===== config.mk =====
export PLATFORM = sky130hd
export DESIGN_NAME = enemy_wave
export DESIGN_NICKNAME = d
export VERILOG_FILES = /design/src/rtl/enemy_wave.sv
export SDC_FILE = /design/constraint.sdc
export NUM_CORES = 1
export LEC_CHECK = 0
export CAP_MARGIN = 20
export CORE_MARGIN = 5
export CORE_UTILIZATION = 35
export DETAILED_ROUTE_END_ITERATION = 8
export GPL_TIMING_DRIVEN = 0
export PLACE_DENSITY = 0.57
export SYNTH_ARGS = -nofsm -noshare
export SYNTH_HDL_FRONTEND = slang
export SYNTH_SLANG_ARGS = --single-unit

===== constraint.sdc =====
create_clock -name pclk -period 7.92 [get_ports pclk]
set_clock_uncertainty 0.05 [all_clocks]
set_input_delay 1.188 -clock pclk [delete_from_list [all_inputs] [get_ports pclk]]
set_output_delay 1.188 -clock pclk [all_outputs]
set_load 0.02 [all_outputs]

===== src/rtl/enemy_wave.sv =====
// Formation of ENEMY_COUNT enemies moving as one block, with missile hits, kill counting,
// wave respawn and a 2-cycle render pipeline inserted in the VGA timing path.
`timescale 1ns/1ps
module enemy_wave #(
  parameter int          ENEMY_COUNT    = 6,
  parameter int          EN_W           = 32,
  parameter int          EN_H           = 24,
  parameter int          SPACING        = 96,
  parameter int          X_START        = 64,
  parameter int          Y_TOP          = 48,
  parameter int          X_MIN          = 16,
  parameter int          X_MAX          = 784,
  parameter int          DROP           = 16,
  parameter int          Y_LIMIT        = 480,
  parameter int          RESPAWN_FRAMES = 60,
  parameter logic [11:0] ENEMY_RGB      = 12'hF00
) (
  input  logic        pclk,
  input  logic        rst,
  input  logic [10:0] vcount_in,
  input  logic [10:0] hcount_in,
  input  logic        vsync_in,
  input  logic        vblnk_in,
  input  logic        hsync_in,
  input  logic        hblnk_in,
  input  logic [11:0] rgb_in,
  input  logic [4:0]  level,
  input  logic [10:0] xpos_missile,
  input  logic [10:0] ypos_missile,
  input  logic        on_missle,
  output logic [10:0] vcount_out,
  output logic [10:0] hcount_out,
  output logic        vsync_out,
  output logic        vblnk_out,
  output logic        hsync_out,
  output logic        hblnk_out,
  output logic [11:0] rgb_out,
  output logic        hit,
  output logic        wave_cleared,
  output logic        breach,
  output logic [7:0]  kills
);

  typedef enum logic [1:0] {RUN, CLEAR_WAIT, RESPAWN} state_t;

  localparam logic [11:0]            SPAN = 12'((ENEMY_COUNT-1)*SPACING + EN_W);
  localparam logic [11:0]            W_M1 = 12'(EN_W-1);
  localparam logic [11:0]            H_M1 = 12'(EN_H-1);
  localparam logic [ENEMY_COUNT-1:0] ALL  = '1;

  state_t                 state;
  logic [ENEMY_COUNT-1:0] alive, box_pix, box_mis, cand, kill_oh, survivors;
  logic [11:0]            form_x, form_y, dx;
  logic                   dir;  // 1 = moving right
  logic [15:0]            frames;
  logic                   vblnk_prev, tick, bounce, too_deep, kill_any, in_enemy;

  // stage-1 registers of the render pipeline
  logic [10:0] vc1, hc1;
  logic        vs1, vb1, hs1, hb1, in1;
  logic [11:0] rgb1;

  function automatic logic in_box(input logic [11:0] px, py, bx, by);
    return (px >= bx) && (px <= bx + W_M1) && (py >= by) && (py <= by + H_M1);
  endfunction

  generate
    for (genvar i = 0; i < ENEMY_COUNT; i++) begin : g_enemy
      localparam logic [11:0] OFF = 12'(i*SPACING);
      logic [11:0] bx;
      assign bx         = form_x + OFF;
      assign box_pix[i] = alive[i] && in_box({1'b0, hcount_in}, {1'b0, vcount_in}, bx, form_y);
      assign box_mis[i] = alive[i] && in_box({1'b0, xpos_missile}, {1'b0, ypos_missile}, bx, form_y);
    end
  endgenerate

  assign tick      = vblnk_in & ~vblnk_prev;
  assign dx        = (level <= 5'd3) ? 12'(level) + 12'd1 : 12'd4;
  assign bounce    = dir ? (form_x + dx + SPAN > 12'(X_MAX)) : (form_x < 12'(X_MIN) + dx);
  assign too_deep  = form_y + 12'(DROP + EN_H) > 12'(Y_LIMIT);
  // lowest-index candidate wins: isolate the least significant set bit
  assign cand      = (state == RUN && on_missle) ? box_mis : '0;
  assign kill_oh   = cand & (~cand + ENEMY_COUNT'(1));
  assign kill_any  = |cand;
  assign survivors = alive & ~kill_oh;
  assign in_enemy  = (state == RUN) && (|box_pix);

  always_ff @(posedge pclk) begin
    if (rst) begin
      state        <= RUN;
      alive        <= ALL;
      form_x       <= 12'(X_START);
      form_y       <= 12'(Y_TOP);
      dir          <= 1'b1;
      frames       <= '0;
      vblnk_prev   <= 1'b0;
      hit          <= 1'b0;
      wave_cleared <= 1'b0;
      breach       <= 1'b0;
      kills        <= '0;
    end else begin
      vblnk_prev   <= vblnk_in;
      hit          <= kill_any;
      wave_cleared <= 1'b0;
      breach       <= 1'b0;
      case (state)
        RUN: begin
          if (kill_any) begin
            alive <= survivors;
            if (kills != 8'hFF) kills <= kills + 8'd1;
            if (survivors == '0) begin
              wave_cleared <= 1'b1;
              state        <= CLEAR_WAIT;
            end
          end
          if (tick) begin
            if (bounce) begin
              // a bounce past the bottom restarts at the top without flipping direction
              if (too_deep) begin
                breach <= 1'b1;
                form_y <= 12'(Y_TOP);
              end else begin
                form_y <= form_y + 12'(DROP);
                dir    <= ~dir;
              end
            end else begin
              form_x <= dir ? form_x + dx : form_x - dx;
            end
          end
        end
        CLEAR_WAIT: begin
          if (tick) begin
            if (frames == 16'(RESPAWN_FRAMES-1)) begin
              frames <= '0;
              state  <= RESPAWN;
            end else begin
              frames <= frames + 16'd1;
            end
          end
        end
        default: begin
          alive  <= ALL;
          form_x <= 12'(X_START);
          form_y <= 12'(Y_TOP);
          dir    <= 1'b1;
          state  <= RUN;
        end
      endcase
    end
  end

  always_ff @(posedge pclk) begin
    if (rst) begin
      vc1 <= '0; hc1 <= '0; vs1 <= 1'b0; vb1 <= 1'b0; hs1 <= 1'b0; hb1 <= 1'b0;
      rgb1 <= '0; in1 <= 1'b0;
      vcount_out <= '0; hcount_out <= '0; vsync_out <= 1'b0; vblnk_out <= 1'b0;
      hsync_out <= 1'b0; hblnk_out <= 1'b0; rgb_out <= '0;
    end else begin
      vc1  <= vcount_in;  hc1 <= hcount_in;
      vs1  <= vsync_in;   vb1 <= vblnk_in;
      hs1  <= hsync_in;   hb1 <= hblnk_in;
      rgb1 <= rgb_in;     in1 <= in_enemy;
      vcount_out <= vc1;  hcount_out <= hc1;
      vsync_out  <= vs1;  vblnk_out  <= vb1;
      hsync_out  <= hs1;  hblnk_out  <= hb1;
      rgb_out    <= (in1 && !vb1 && !hb1) ? ENEMY_RGB : rgb1;
    end
  end

endmodule

==> load_flow_metrics.sql <==
INSERT INTO impl_metrics (metric_group, metric, value, unit) VALUES
('status', 'outcome', 'finished clean', ''),
('job', 'drv_cap', '0', ''),
('sta', 'setup_viol', '0', ''),
('setup_path', 'launching_element_type_of_the_critical_path', 'flip-flop', ''),
('floorplan', 'design.portCount', '117', ''),
('global_route', 'number_of_global_route_vias_before_repair', '9370', ''),
('synth', 'synth_top_flop_cell', 'dfxtp_1', ''),
('setup_path', 'cpLargestDelayFamily', 'compound AO/OA/AOI/OAI gates', ''),
('synth', 'synth.ff_latch_count', '133', ''),
('worst_hold_path', 'worstHoldStart', 'rgb1[1]', ''),
('placed_design', 'place.detailed.hpwl', '25.7', 'mm'),
('global_route', 'grt.overflow.total', '0', ''),
('setup_path', 'source_of_the_worst_register_to_register_timing_path', 'form_x[0]', ''),
('routing', 'drt-total-wl', '32.1', 'mm'),
('clock_network', 'cts.clk_slew.worst_paths', '0.06', 'ns'),
('setup_path', 'worst_path_max_delay_cell', 'a221oi_1', ''),
('synth', 'synth_area_per_cell', '8.58', 'µm²'),
('routing', 'detail_route.wirelength.met1', '14.7', 'mm'),
('synth', 'yosysTopAreaCellShare', '0.248', ''),
('routing', 'avgRoutedWirePerCell', '17.8', 'µm'),
('routing', 'viasPerCell', '5.32', ''),
('clock_network', 'holdBufCountCts', '0', ''),
('setup_path', 'crit_type', 'reg2reg', ''),
('sta', 'fin_setup_tns', '0', 'ns'),
('routing', 'top_routing_layer_used', 'met4', ''),
('sta', 'max-slew-margin-rel', '0.429', ''),
('synth', 'netlist-cell-type-count', '82', ''),
('sta', 'hold_violations', '0', ''),
('routing', 'drt_first_iter_violations', '513', ''),
('clock_network', 'clk_root_buffer_cell', 'clkbuf_16', ''),
('setup_path', 'ff2ff_path_depth', '19', ''),
('floorplan', 'die-height', '185', 'µm'),
('routing', 'dr.pass1.iters', '6', ''),
('global_route', 'grt_max_degree', '17', ''),
('synth', 'synth.cell_area', '0.0107', 'mm²'),
('setup_path', 'worstPathCellList', 'inv_1, ha_1, nor4b_1, buf_2, nor2_1, xnor2_1, inv_1, ha_1, and3_1, a221oi_1, a21oi_1, o221a_2, a211oi_1, o21ai_0, o2111ai_4, or2_1, buf_6, and4_4, nor3_2', ''),
('setup_path', 'critPathArrivalTime', '6.36', 'ns'),
('cells_and_area', 'areaGrowthSynthToFinish', '21.1', '%'),
('synth', 'top_post_synthesis_cells_by_area', 'dfxtp_1 25%, ha_1 24%, nor2b_1 4.8%, xnor2_1 4.8%, a21oi_1 3.2%', ''),
('routing', 'detailroute.wirelength.met2', '15.2', 'mm'),
('global_route', 'global_route_usage_over_all_layers', '0.184', ''),
('cells_and_area', 'final_net_count', '1667', ''),
('synth', 'mapped_cells', '1251', ''),
('placed_design', 'finalWeightedCongestion', '0.865', ''),
('sta', 'timing.fmax', '163', 'MHz'),
('cells_and_area', 'drive_gt1_frac', '0.0427', ''),
('floorplan', 'core.rowCount', '64', ''),
('clock_network', 'number_of_h_tree_branching_levels', '4', ''),
('worst_hold_path', 'worstHoldPathType', 'reg2reg', ''),
('sta', 'rsz0062_at_grt', 'false', ''),
('clock_network', 'tritoncts.num_buffers', '17', ''),
('power_and_ir_drop', 'ir_worst_vdd', '0.124', 'mV'),
('clock_network', 'clk_path_buf_depth', '2', ''),
('power_and_ir_drop', 'p_leak', '5.39', 'nW'),
('clock_network', 'clock_latency', '0.41', 'ns'),
('global_route', 'grt_first_pass_wirelength', '50.2', 'mm'),
('sta', 'finalCritPeriodShare', '0.774', ''),
('routing', 'route.detailed.drc', '0', ''),
('floorplan', 'core-area', '0.0304', 'mm²'),
('routing', 'drtAntennaViolNets', '0', ''),
('global_route', 'grt_antenna_before_repair', '0', ''),
('sta', 'tightestPinTransition', '0.846', 'ns'),
('cells_and_area', 'layout_common_cells', '204 x ha_1, 133 x dfxtp_1, 116 x clkdlybuf4s50_1', ''),
('setup_path', 'critical_path_s_largest_stage_delay', '0.66', 'ns'),
('floorplan', 'start_util', '0.353', ''),
('placed_design', 'placed_cell_areas', '0.0124', 'mm²'),
('synth', 'synth_edf_count', '0', ''),
('synth', 'ys_warn_count', '0', ''),
('routing', 'via_count', '9587', ''),
('floorplan', 'floorplan.die.width', '185', 'µm'),
('synth', 'asr_flop_ratio_synth', '0', '');
[cells in the mapped netlist (all sizes together), types with 24 or more instances]
cell type and number:
ha 204, xor2 24, nand3 39, nor2b 83, nand2 86, inv 55, a21oi 69, nor2 89
nor3 38, o21a 24, o21ai 59, dfxtp 133, xnor2 61
[final cells by class]
type,count,area (µm²)
Fill cell,3058,17400
Multi-Input combinational cell,1039,7760
Clock inverter,12,120
Tap cell,396,495
Buffer,29,124
Sequential cell,133,2660
Inverter,56,210
Clock buffer,20,457
Timing Repair Buffer,117,1170
[cells by family (layout without fill, tap and decap cells)]
kind of cell	after synthesis	in the layout	synth area share
adders and majority gates	207	207	0.243
AOI/OAI and AO/OA	273	273	0.171
and+or+nand+nor	453	453	0.222
buffers and inverters	85	234	0.0311
other	2	8	0.000700
xor gates and xnor gates	86	86	0.0730
DFF	133	133	0.248
muxes	12	12	0.0117
[worst register-to-register path: stages, from the launching register on]
cell and delay [ns]:
dfxtp_1 0.48, inv_1 0.36, ha_1 0.28, nor4b_1 0.65, buf_2 0.30, nor2_1 0.14
xnor2_1 0.38, inv_1 0.15, ha_1 0.31, and3_1 0.22, a221oi_1 0.66, a21oi_1 0.14
o221a_2 0.28, a211oi_1 0.46, o21ai_0 0.35, o2111ai_4 0.24, or2_1 0.16, buf_6 0.13
and4_4 0.22, nor3_2 0.04
[flip-flops by register name (all words and copies together) (netlist names), 2 cells and up]
signal	flops
hc1	11
hcount_out	11
rgb_out	12
form_x	12
form_y	8
alive	6
vcount_out	11
state	2
frames	16
rgb1	12
kills	8
vc1	11
[power by group]
part / switching (mW) / internal, mW
Sequential: 0.0355 / 0.698
Combinational: 0.512 / 0.365
Clock: 0.304 / 0.453
Total: 0.852 / 1.52
[how the worst max path moves through the flow]
stage,from,endpoint
final,form_x[0],kills[2]
after CTS,form_x[0],kills[2]
after global placement,form_x[0],kills[2]
after global routing,form_x[0],kills[6]
after detailed placement,level[0],form_x[4]
after floorplan,level[0],form_x[7]
[through the flow]
stage,utilization,worst slack (ns),cells,hold WS (ns)
after detailed placement,0.408,1.73,1770,0.361
after CTS,0.427,1.95,1802,0.375
final,0.427,1.79,1802,0.373
after floorplan,-,2.83,1257,0.356
after global placement,0.408,1.42,1769,0.358
after global routing,0.427,1.57,1802,0.392
[routing by layer]
layer	track usage	vias up
met1	0.246	4499
met3	0.0244	45
met5	0	-
li1	-	4809
met2	0.314	234
met4	0.0476	0
(Power assumes the default switching activity.)
